<file path="src/rtl/bus_xfer_ctrl_if.sv">
// Command/strobe bundle between the move requesters and the bus sequencer.
// The slave side is the sequencer; the master side is the command source.
interface bus_xfer_ctrl_if #(
    parameter int N_REG = 2,
    parameter int IDX_W = 1
);
    logic             req0_valid;
    logic [IDX_W-1:0] req0_src;
    logic [IDX_W-1:0] req0_dst;
    logic             req0_ready;
    logic             req1_valid;
    logic [IDX_W-1:0] req1_src;
    logic [IDX_W-1:0] req1_dst;
    logic             req1_ready;
    logic [N_REG-1:0] oe;
    logic [N_REG-1:0] ie;
    logic             busy;
    logic             done;
    logic             done_id;
    logic             err;

    modport slave (
        input  req0_valid, req0_src, req0_dst,
        input  req1_valid, req1_src, req1_dst,
        output req0_ready, req1_ready,
        output oe, ie, busy, done, done_id, err
    );

    modport master (
        output req0_valid, req0_src, req0_dst,
        output req1_valid, req1_src, req1_dst,
        input  req0_ready, req1_ready,
        input  oe, ie, busy, done, done_id, err
    );
endinterface

</file>
<file path="src/rtl/bus_xfer_ctrl.sv">
// Round-robin sequencer for register-to-register moves on a shared bus.
// Owns every oe/ie strobe so at most one register drives the bus.
module bus_xfer_ctrl #(
    parameter int N_REG  = 2,
    parameter int IDX_W  = 1,
    parameter int SETTLE = 1
) (
    input  logic           clk,
    input  logic           rst,
    bus_xfer_ctrl_if.slave bus
);
    typedef enum logic [1:0] {
        IDLE,
        DRIVE,
        LATCH,
        RELEASE
    } state_t;

    localparam logic [N_REG-1:0] ONE = N_REG'(1);
    localparam logic [3:0] SET_LD = 4'(SETTLE - 1);

    state_t           state;
    logic [3:0]       cnt;
    logic [IDX_W-1:0] dst_q;
    logic             id_q;
    logic             pri1;
    logic [N_REG-1:0] oe_q;
    logic [N_REG-1:0] ie_q;
    logic             done_q;
    logic             done_id_q;
    logic             err_q;

    logic             idle;
    logic             gnt0;
    logic             gnt1;
    logic             acc;
    logic             illegal;
    logic [IDX_W-1:0] sel_src;
    logic [IDX_W-1:0] sel_dst;

    // pri1 set means req1 wins a tie (req0 was granted last)
    always_comb begin
        idle    = (state == IDLE);
        gnt1    = bus.req1_valid & (~bus.req0_valid | pri1);
        gnt0    = bus.req0_valid & ~gnt1;
        acc     = idle & (gnt0 | gnt1);
        sel_src = gnt1 ? bus.req1_src : bus.req0_src;
        sel_dst = gnt1 ? bus.req1_dst : bus.req0_dst;
        illegal = (sel_src == sel_dst)
                | (int'(sel_src) >= N_REG)
                | (int'(sel_dst) >= N_REG);
    end

    assign bus.req0_ready = idle & gnt0;
    assign bus.req1_ready = idle & gnt1;
    assign bus.busy       = ~idle;
    assign bus.oe         = oe_q;
    assign bus.ie         = ie_q;
    assign bus.done       = done_q;
    assign bus.done_id    = done_id_q;
    assign bus.err        = err_q;

    always_ff @(posedge clk or negedge rst) begin
        if (!rst) begin
            state     <= IDLE;
            cnt       <= '0;
            dst_q     <= '0;
            id_q      <= 1'b0;
            pri1      <= 1'b0;
            oe_q      <= '0;
            ie_q      <= '0;
            done_q    <= 1'b0;
            done_id_q <= 1'b0;
            err_q     <= 1'b0;
        end else begin
            unique case (state)
                IDLE: begin
                    if (acc) begin
                        dst_q <= sel_dst;
                        id_q  <= gnt1;
                        pri1  <= gnt0;
                        if (illegal) begin
                            state     <= RELEASE;
                            done_q    <= 1'b1;
                            done_id_q <= gnt1;
                            err_q     <= 1'b1;
                        end else begin
                            state <= DRIVE;
                            cnt   <= SET_LD;
                            oe_q  <= ONE << sel_src;
                        end
                    end
                end
                DRIVE: begin
                    if (cnt == 4'd0) begin
                        state <= LATCH;
                        ie_q  <= ONE << dst_q;
                    end else begin
                        cnt <= cnt - 4'd1;
                    end
                end
                LATCH: begin
                    state     <= RELEASE;
                    oe_q      <= '0;
                    ie_q      <= '0;
                    done_q    <= 1'b1;
                    done_id_q <= id_q;
                    err_q     <= 1'b0;
                end
                RELEASE: begin
                    state     <= IDLE;
                    done_q    <= 1'b0;
                    done_id_q <= 1'b0;
                    err_q     <= 1'b0;
                end
                default: state <= IDLE;
            endcase
        end
    end
endmodule
</file>
<file path="src/flat_wrapper.sv">
// flat-port wrapper written by rule: the top's interface ports become plain ports
module bus_xfer_ctrl_flat 
#(
    parameter int N_REG  = 2,
    parameter int IDX_W  = 1,
    parameter int SETTLE = 1
)
  (clk, rst, bus_req0_valid, bus_req0_src, bus_req0_dst, bus_req1_valid, bus_req1_src, bus_req1_dst, bus_req0_ready, bus_req1_ready, bus_oe, bus_ie, bus_busy, bus_done, bus_done_id, bus_err);
  bus_xfer_ctrl_if #(.N_REG(N_REG), .IDX_W(IDX_W)) bus_i ();
  input  logic clk;
  input  logic rst;
  input wire logic [$bits(bus_i.req0_valid)-1:0] bus_req0_valid;
  input wire logic [$bits(bus_i.req0_src)-1:0] bus_req0_src;
  input wire logic [$bits(bus_i.req0_dst)-1:0] bus_req0_dst;
  input wire logic [$bits(bus_i.req1_valid)-1:0] bus_req1_valid;
  input wire logic [$bits(bus_i.req1_src)-1:0] bus_req1_src;
  input wire logic [$bits(bus_i.req1_dst)-1:0] bus_req1_dst;
  output wire logic [$bits(bus_i.req0_ready)-1:0] bus_req0_ready;
  output wire logic [$bits(bus_i.req1_ready)-1:0] bus_req1_ready;
  output wire logic [$bits(bus_i.oe)-1:0] bus_oe;
  output wire logic [$bits(bus_i.ie)-1:0] bus_ie;
  output wire logic [$bits(bus_i.busy)-1:0] bus_busy;
  output wire logic [$bits(bus_i.done)-1:0] bus_done;
  output wire logic [$bits(bus_i.done_id)-1:0] bus_done_id;
  output wire logic [$bits(bus_i.err)-1:0] bus_err;
  assign bus_i.req0_valid = bus_req0_valid;
  assign bus_i.req0_src = bus_req0_src;
  assign bus_i.req0_dst = bus_req0_dst;
  assign bus_i.req1_valid = bus_req1_valid;
  assign bus_i.req1_src = bus_req1_src;
  assign bus_i.req1_dst = bus_req1_dst;
  assign bus_req0_ready = bus_i.req0_ready;
  assign bus_req1_ready = bus_i.req1_ready;
  assign bus_oe = bus_i.oe;
  assign bus_ie = bus_i.ie;
  assign bus_busy = bus_i.busy;
  assign bus_done = bus_i.done;
  assign bus_done_id = bus_i.done_id;
  assign bus_err = bus_i.err;
  bus_xfer_ctrl #(.N_REG(N_REG), .IDX_W(IDX_W), .SETTLE(SETTLE)) u_core (.clk(clk), .rst(rst), .bus(bus_i));
endmodule
</file>
<file path="config.mk">
export PLATFORM = sky130hd
export DESIGN_NAME = bus_xfer_ctrl_flat
export DESIGN_NICKNAME = d
export VERILOG_FILES = /design/src/rtl/bus_xfer_ctrl_if.sv /design/src/rtl/bus_xfer_ctrl.sv /design/src/flat_wrapper.sv
export SDC_FILE = /design/constraint.sdc
export NUM_CORES = 1
export LEC_CHECK = 0
export ABC_CLOCK_PERIOD_IN_PS = 3970
export CORE_ASPECT_RATIO = 1.2
export CORE_MARGIN = 8
export CORE_UTILIZATION = 45
export DETAILED_ROUTE_END_ITERATION = 7
export PLACE_DENSITY = 0.76
export SYNTH_ARGS = -nofsm -noshare
export SYNTH_HDL_FRONTEND = slang
export SYNTH_SLANG_ARGS = --single-unit
</file>
<file path="constraint.sdc">
create_clock -name clk -period 3.97 [get_ports clk]
set_input_delay 0.794 -clock clk [delete_from_list [all_inputs] [get_ports clk]]
set_output_delay 0.794 -clock clk [all_outputs]
set_load 0.01 [all_outputs]
</file>
==> run_summary.xml, run 1 <==
<?xml version="1.0" encoding="UTF-8"?>
<metrics>
  <group name="run_status">
    <metric name="status" unit="">complete, no violations</metric>
  </group>
  <group name="timing">
    <metric name="worst_slew_margin_rel" unit="%">50.8</metric>
    <metric name="finalSetupViolations" unit="">0</metric>
    <metric name="setup_repair_after_global_routing_missed_its_margin" unit="">false</metric>
    <metric name="finalCritPeriodShare" unit="%">83.9</metric>
    <metric name="final_hold_violations" unit="">0</metric>
    <metric name="setup_tns" unit="ps">0</metric>
    <metric name="layout_min_cycle_time" unit="ps">3330</metric>
    <metric name="finalClockSkew" unit="ps">6.49</metric>
    <metric name="fin_worst_hold_slack" unit="ps">493</metric>
    <metric name="timing.final.max_slew_violations" unit="">0</metric>
    <metric name="fmaxAchievable" unit="GHz">0.300</metric>
    <metric name="max_slew.worst_pin.slew" unit="ps">736</metric>
  </group>
  <group name="drt">
    <metric name="drt_pre_antenna_iters" unit="">4</metric>
    <metric name="post_drt_wl_per_cell" unit="µm">15.9</metric>
    <metric name="detailed_route_wire_length" unit="µm">2830</metric>
    <metric name="drt_iter0_markers" unit="">37</metric>
    <metric name="route.detailed.drc" unit="">0</metric>
    <metric name="detailroute.via_count" unit="">1061</metric>
    <metric name="drt_via_density" unit="">5.96</metric>
    <metric name="number_of_nets_with_antenna_violations_after_routing" unit="">0</metric>
  </group>
  <group name="power_and_ir_drop">
    <metric name="vdd.ir_drop.worst" unit="mV">0.510</metric>
    <metric name="power.leakage" unit="nW">0.567</metric>
    <metric name="p_per_area" unit="mW/mm²">760</metric>
  </group>
  <group name="layout">
    <metric name="fill_cells" unit="">227</metric>
    <metric name="flow.area_growth_from_synthesis" unit="%">18.4</metric>
    <metric name="final_layout_size_suffix_gt1_share" unit="%">8.97</metric>
    <metric name="nets" unit="">161</metric>
    <metric name="stdcell_count" unit="">178</metric>
    <metric name="insertedDiodeCount" unit="">0</metric>
    <metric name="final_common_cell" unit="">clkdlybuf4s50_1</metric>
    <metric name="multi_input_gate_area_in_the_final_layout" unit="µm²">693</metric>
    <metric name="sequential_cell_area" unit="µm²">400</metric>
    <metric name="layout.cells.most_common_list" unit="">17 x clkdlybuf4s50_1, 16 x dfrtp_1, 10 x a21oi_1</metric>
  </group>
  <group name="global_routing">
    <metric name="vias_in_the_first_global_route" unit="">1007</metric>
    <metric name="grt.busiest_layer" unit="">met2</metric>
    <metric name="grt_antenna_before_repair" unit="">0</metric>
    <metric name="grt_use_met2" unit="%">22.2</metric>
    <metric name="grt_max_degree" unit="">17</metric>
    <metric name="gr-usage-met3" unit="%">2.65</metric>
    <metric name="grt_first_pass_wirelength" unit="µm">4530</metric>
    <metric name="grt.total_usage" unit="%">12.0</metric>
    <metric name="use_met1" unit="%">13.2</metric>
    <metric name="grt-ovfl-total" unit="">0</metric>
  </group>
  <group name="floorplanning">
    <metric name="floorplan.initialDensity" unit="%">46.7</metric>
    <metric name="die_area" unit="mm²">0.00449</metric>
    <metric name="die_width" unit="µm">62.5</metric>
    <metric name="die_h" unit="µm">71.8</metric>
    <metric name="io_pins" unit="">18</metric>
    <metric name="placeableCoreArea" unit="mm²">0.00250</metric>
    <metric name="row_count" unit="">20</metric>
  </group>
  <group name="worst_setup_path">
    <metric name="worstRegToRegCells" unit="">6</metric>
    <metric name="ff2ff_setup_slack" unit="ps">2030</metric>
    <metric name="crit_top_cell" unit="">clkdlybuf4s50_1</metric>
    <metric name="critical-path-slowest-cell" unit="">clkdlybuf4s50_1</metric>
    <metric name="worst_path_max_stage_delay" unit="ps">620</metric>
    <metric name="cp_num_cells" unit="">4</metric>
    <metric name="critical_path_peak_fanout" unit="">9</metric>
    <metric name="crit_path_start_kind" unit="">input port</metric>
    <metric name="crit_path_cell_trace" unit="">clkdlybuf4s50_1 -&gt; inv_1 -&gt; nor3_1 -&gt; clkdlybuf4s50_1</metric>
    <metric name="worstSetupEndpointType" unit="">primary output</metric>
    <metric name="crit_family" unit="">buffers and inverters</metric>
    <metric name="crit_path_kind" unit="">in2out</metric>
    <metric name="worst-endpoint-arrival" unit="ps">2540</metric>
    <metric name="worstPathBufferInverterCount" unit="">3</metric>
    <metric name="critPathRequiredTime" unit="ps">3180</metric>
  </group>
  <group name="synth">
    <metric name="main_combinational_cell_family_by_area_after_synthesis" unit="">simple AND/OR/NAND/NOR gates</metric>
    <metric name="postSynth.asyncResetShare" unit="%">100</metric>
    <metric name="synth.mux.area_fraction" unit="%">0.857</metric>
    <metric name="synth_edf_count" unit="">0</metric>
    <metric name="syn-mean-instance-area" unit="µm²">9.12</metric>
    <metric name="yosysWarningCount" unit="">0</metric>
    <metric name="synth_fa_ha_area_share" unit="%">7.50</metric>
    <metric name="post_synth_main_area_contributors" unit="">dfrtp_1 34%, ha_1 7.5%, a21oi_1 4.3%</metric>
    <metric name="synth-simple-area-share" unit="%">25.0</metric>
    <metric name="yosys_register_bits" unit="">16</metric>
    <metric name="synthXorXnorAreaFrac" unit="%">1.50</metric>
    <metric name="yosys.cell_types.count" unit="">47</metric>
    <metric name="syn-num-nets" unit="">143</metric>
    <metric name="sequential_cell_area_fraction_in_the_yosys_report" unit="%">34.3</metric>
    <metric name="synth_top_area_share" unit="%">34.3</metric>
    <metric name="main_flop_type_after_synthesis" unit="">dfrtp_1</metric>
    <metric name="area_fraction_in_compound_gates_after_synthesis" unit="%">24.5</metric>
    <metric name="netlist_instances" unit="">128</metric>
    <metric name="synth_largest_area_cell" unit="">dfrtp_1</metric>
    <metric name="post_synth_instance_area" unit="mm²">0.00117</metric>
  </group>
  <group name="cts">
    <metric name="clkTransAtPathRegs" unit="ps">100</metric>
    <metric name="insertion_delay" unit="ps">290</metric>
    <metric name="postCtsHoldBufs" unit="">0</metric>
    <metric name="cts_buffers" unit="">3</metric>
    <metric name="clockRootBuffer" unit="">clkbuf_4</metric>
    <metric name="cts.sink_count" unit="">16</metric>
    <metric name="cts_setup_buffers" unit="">0</metric>
    <metric name="cts-root-to-sink-buffers" unit="">2</metric>
    <metric name="number_of_gates_given_a_new_drive_strength_after_cts" unit="">0</metric>
    <metric name="cts_tree" unit="">built</metric>
    <metric name="clock_tree.htree_level_count" unit="">1</metric>
  </group>
  <group name="placement">
    <metric name="place.gp.congestion" unit="">0.813</metric>
    <metric name="hpwlAfterDp" unit="µm">2060</metric>
    <metric name="placed_cells_incl_taps" unit="">174</metric>
    <metric name="numPortBuffers" unit="">17</metric>
  </group>
  <group name="flow_run">
    <metric name="max_cap_violations" unit="">0</metric>
  </group>
  <group name="worst_hold_path">
    <metric name="holdPathStages" unit="">1</metric>
    <metric name="hold_path.class" unit="">reg2reg</metric>
  </group>
</metrics>
==> state kept, by name (all words and copies together) (netlist names) <==
signal              cells
u_core.cnt              4
u_core.bus.ie           2
u_core.bus.oe           2
u_core.state            2
u_core.bus.done         1
u_core.bus.done_id      1
u_core.bus.err          1
u_core.dst_q            1
u_core.id_q             1
u_core.pri1             1
==> Yosys cell counts, types with 2 or more instances <==
master / instances
a21oi_1: 10
a2bb2oi_1: 2
a31oi_1: 3
a32o_1: 2
clkbuf_1: 2
clkbuf_8: 2
dfrtp_1: 16
ha_1: 7
inv_1: 9
nand2_1: 6
nand2b_1: 4
nand3_1: 5
nand3b_1: 2
nand4b_1: 2
nor2_1: 6
nor3_1: 3
nor4_1: 3
nor4b_1: 2
o211ai_1: 2
o21ai_0: 9
or3_1: 4
xnor2_1: 2
==> path summary, 6_finish.rpt <==
| check | endpoint | start |
|---|---|---|
| worst max-delay path | bus_req1_ready | bus_req1_valid |
| worst min-delay path | u_core.id_q | u_core.id_q |
| worst max register to register | u_core.state[1] | u_core.cnt[0] |
| worst min register to register | u_core.id_q | u_core.id_q |
| max in group asynchronous | u_core.bus.done | rst |
| min in group asynchronous | u_core.cnt[3] | rst |
==> logic make-up (layout without fill, tap and decap cells) <==
| kind of cell | after synthesis | count (layout) |
|---|---|---|
| DFF | 16 | 16 |
| muxes | 1 | 1 |
| adders and majority gates | 7 | 7 |
| and+or+nand+nor | 47 | 47 |
| buffers and inverters | 14 | 31 |
| AOI/OAI and AO/OA | 41 | 41 |
| xor gates and xnor gates | 2 | 2 |
==> worst reg2reg max path, delay by kind of cell, from the launching register on <==
family	cells	cell delay, ps
AOI/OAI and AO/OA	1	130
adders and majority gates	1	210
buffers and inverters	1	130
DFF	1	450
and+or+nand+nor	3	930
==> stage by stage <==
step	setup slack, ps	area [µm²]	total power, mW	util, %
finish	638	1380	1.05	55.3
floorplan	1770	1170	0.749	-
detailed placement	653	1350	0.940	53.8
global placement	678	1350	0.919	53.8
global route	540	1380	1.13	55.3
CTS	635	1380	1.06	55.3
==> layer usage <==
metal	part of all wire, %	vias up
li1	-	518
met1	42	502
met2	51	37
met3	5.7	4
met4	1.2	0
met5	0	-
==> where the power goes <==
group,switching (mW),total [mW],leakage (nW),internal (mW)
sequential,0.0715,0.314,0.200,0.243
clock,0.0525,0.108,0.0210,0.0558
combinational,0.326,0.628,0.346,0.301
total,0.450,1.05,0.567,0.600
==> area by class of cell <==
class	count	share of cell area [%]
sequential	16	29.0
timing repair buffer	18	12.9
multi-input combinational	98	50.1
clock buffer	4	2.62
tap	33	2.99
inverter	9	2.44
Power figures use the tool's default switching activity.
==> run 2: changes to the inputs <==
--- a/config.mk
+++ b/config.mk
@@ -5,7 +5,7 @@
 export SDC_FILE = /design/constraint.sdc
 export NUM_CORES = 1
 export LEC_CHECK = 0
-export ABC_CLOCK_PERIOD_IN_PS = 3970
+export ABC_CLOCK_PERIOD_IN_PS = 3200
 export CORE_ASPECT_RATIO = 1.2
 export CORE_MARGIN = 8
 export CORE_UTILIZATION = 45
==> constraint.sdc (replaced) <==
create_clock -name clk -period 3.2 [get_ports clk]
set_input_delay 0.64 -clock clk [delete_from_list [all_inputs] [get_ports clk]]
set_output_delay 0.64 -clock clk [all_outputs]
set_load 0.01 [all_outputs]
==> run 2 against run 1 <==
  * Wire length grew 0.81%
  * Combinational power grew 24%
  * Register-to-register slack lost 790 ps
  * Critical path type unchanged
  * Largest cell class unchanged
==> run_summary.xml, run 2 (synthesis gave the netlist of run 1 again) <==
<?xml version="1.0" encoding="UTF-8"?>
<metrics>
  <group name="drt">
    <metric name="detailroute.via_count" unit="">1086</metric>
    <metric name="number_of_nets_with_antenna_violations_after_routing" unit="">0</metric>
    <metric name="drt_via_density" unit="">6.10</metric>
    <metric name="post_drt_wl_per_cell" unit="µm">16.0</metric>
    <metric name="detailed_route_wire_length" unit="µm">2850</metric>
    <metric name="drt_iter0_markers" unit="">30</metric>
    <metric name="route.detailed.drc" unit="">0</metric>
    <metric name="drt_pre_antenna_iters" unit="">4</metric>
  </group>
  <group name="run_status">
    <metric name="status" unit="">complete, no violations</metric>
  </group>
  <group name="timing">
    <metric name="finalCritPeriodShare" unit="%">95.4</metric>
    <metric name="final_hold_violations" unit="">0</metric>
    <metric name="max_slew.worst_pin.slew" unit="ps">728</metric>
    <metric name="finalSetupViolations" unit="">0</metric>
    <metric name="worst_slew_margin_rel" unit="%">51.3</metric>
    <metric name="finalClockSkew" unit="ps">3.21</metric>
    <metric name="fin_worst_hold_slack" unit="ps">513</metric>
    <metric name="layout_min_cycle_time" unit="ps">3050</metric>
    <metric name="timing.final.max_slew_violations" unit="">0</metric>
    <metric name="setup_tns" unit="ps">0</metric>
    <metric name="fmaxAchievable" unit="GHz">0.328</metric>
    <metric name="setup_repair_after_global_routing_missed_its_margin" unit="">false</metric>
  </group>
  <group name="cts">
    <metric name="postCtsHoldBufs" unit="">0</metric>
    <metric name="cts_tree" unit="">built</metric>
    <metric name="clockRootBuffer" unit="">clkbuf_4</metric>
    <metric name="cts.sink_count" unit="">16</metric>
    <metric name="clkTransAtPathRegs" unit="ps">90</metric>
    <metric name="number_of_gates_given_a_new_drive_strength_after_cts" unit="">0</metric>
    <metric name="insertion_delay" unit="ps">280</metric>
    <metric name="cts_setup_buffers" unit="">0</metric>
    <metric name="cts_buffers" unit="">3</metric>
    <metric name="clock_tree.htree_level_count" unit="">1</metric>
    <metric name="cts-root-to-sink-buffers" unit="">2</metric>
  </group>
  <group name="placement">
    <metric name="hpwlAfterDp" unit="µm">2130</metric>
    <metric name="dpl-instance-area" unit="mm²">0.00135</metric>
    <metric name="place.gp.congestion" unit="">0.801</metric>
    <metric name="numPortBuffers" unit="">17</metric>
  </group>
  <group name="worst_hold_path">
    <metric name="holdPathStages" unit="">2</metric>
    <metric name="timing.hold.worst.start" unit="">u_core.bus.ie[0]</metric>
    <metric name="hold_path.class" unit="">reg2reg</metric>
    <metric name="holdPathEnd" unit="">u_core.bus.ie[0]</metric>
  </group>
  <group name="layout">
    <metric name="sequential_cell_area" unit="µm²">400</metric>
    <metric name="top_register" unit="">u_core.cnt</metric>
    <metric name="layout.cells.most_common_list" unit="">17 x clkdlybuf4s50_1, 16 x dfrtp_1, 10 x a21oi_1</metric>
    <metric name="flow.area_growth_from_synthesis" unit="%">17.9</metric>
    <metric name="finalInstanceArea" unit="mm²">0.00138</metric>
    <metric name="final_common_cell" unit="">clkdlybuf4s50_1</metric>
    <metric name="multi_input_gate_area_in_the_final_layout" unit="µm²">693</metric>
    <metric name="fill_cells" unit="">238</metric>
    <metric name="fin_util" unit="%">55.0</metric>
    <metric name="final_layout_size_suffix_gt1_share" unit="%">8.97</metric>
    <metric name="nets" unit="">162</metric>
    <metric name="number_of_flip_flops_under_the_largest_register_name" unit="">4</metric>
    <metric name="insertedDiodeCount" unit="">0</metric>
  </group>
  <group name="worst_setup_path">
    <metric name="worstSetupEndpointType" unit="">primary output</metric>
    <metric name="crit_path_start" unit="">bus_req0_valid</metric>
    <metric name="ff2ff_setup_slack" unit="ps">1240</metric>
    <metric name="crit_path_kind" unit="">in2out</metric>
    <metric name="worstRegToRegCells" unit="">6</metric>
    <metric name="crit_path_start_kind" unit="">input port</metric>
    <metric name="reg2reg_from" unit="">u_core.cnt[0]</metric>
    <metric name="critical_path_peak_fanout" unit="">7</metric>
    <metric name="worst_r2r_endpoint" unit="">u_core.state[1]</metric>
    <metric name="worst-endpoint-arrival" unit="ps">2410</metric>
    <metric name="critPathRequiredTime" unit="ps">2560</metric>
  </group>
  <group name="power_and_ir_drop">
    <metric name="power.leakage" unit="nW">0.565</metric>
    <metric name="total_power" unit="mW">1.28</metric>
    <metric name="p_per_area" unit="mW/mm²">928</metric>
    <metric name="vdd.ir_drop.worst" unit="mV">0.532</metric>
  </group>
  <group name="floorplanning">
    <metric name="floorplan.initialDensity" unit="%">46.7</metric>
    <metric name="placeableCoreArea" unit="mm²">0.00250</metric>
    <metric name="io_pins" unit="">18</metric>
    <metric name="die_h" unit="µm">71.8</metric>
    <metric name="die_width" unit="µm">62.5</metric>
    <metric name="die_area" unit="mm²">0.00449</metric>
    <metric name="row_count" unit="">20</metric>
  </group>
  <group name="global_routing">
    <metric name="grt_max_degree" unit="">17</metric>
    <metric name="grt_first_pass_wirelength" unit="µm">4620</metric>
    <metric name="grt_antenna_before_repair" unit="">0</metric>
    <metric name="grt-ovfl-total" unit="">0</metric>
    <metric name="grt_use_met2" unit="%">23.5</metric>
    <metric name="vias_in_the_first_global_route" unit="">1080</metric>
    <metric name="grt.total_usage" unit="%">12.3</metric>
    <metric name="use_met1" unit="%">12.5</metric>
    <metric name="gr-usage-met3" unit="%">2.65</metric>
    <metric name="grt.busiest_layer" unit="">met2</metric>
  </group>
  <group name="flow_run">
    <metric name="max_cap_violations" unit="">0</metric>
  </group>
</metrics>
run 2: cell types whose count changed in the layout (fill, tap and decap cells not counted), sizes merged:
cell,previous run,this run
buf,1,2
clkbuf,4,3
run 2: where the power goes:
group | leakage, nW | switching (mW) | internal [mW]
sequential | 0.200 | 0.0902 | 0.301
clock | 0.0138 | 0.0623 | 0.0437
combinational | 0.351 | 0.405 | 0.375
total | 0.565 | 0.557 | 0.720
run 2: critical path, cell delays in order:
cell             delay, ps
clkdlybuf4s50_1        510
and2b_2                290
nor3_1                 340
clkdlybuf4s50_1        630
run 2: area by class of cell:
cell class	count	area share, %
tap	33	3.00
inverter	9	2.45
sequential	16	29.1
timing repair buffer	19	13.5
clock buffer	3	1.64
multi-input combinational	98	50.4
run 2: worst max-delay path by stage:
stage,end,cells after the start
detailed placement,bus_req1_ready,4
CTS,bus_req1_ready,4
floorplan,bus_req1_ready,5
global route,bus_req1_ready,4
global placement,bus_req1_ready,4
finish,bus_req1_ready,4
run 2: metal layers:
layer,vias up,wire (µm)
li1,528,-
met5,-,0
met4,0,30
met1,535,1230
met3,4,83
met2,19,1510
run 2: per-stage QoR:
| step | cells | worst slack [ps] |
|---|---|---|
| after floorplan | 128 | 1270 |
| after global placement | 175 | 239 |
| after detailed placement | 175 | 205 |
| after CTS | 178 | 178 |
| after global routing | 178 | 83.6 |
| final | 178 | 148 |
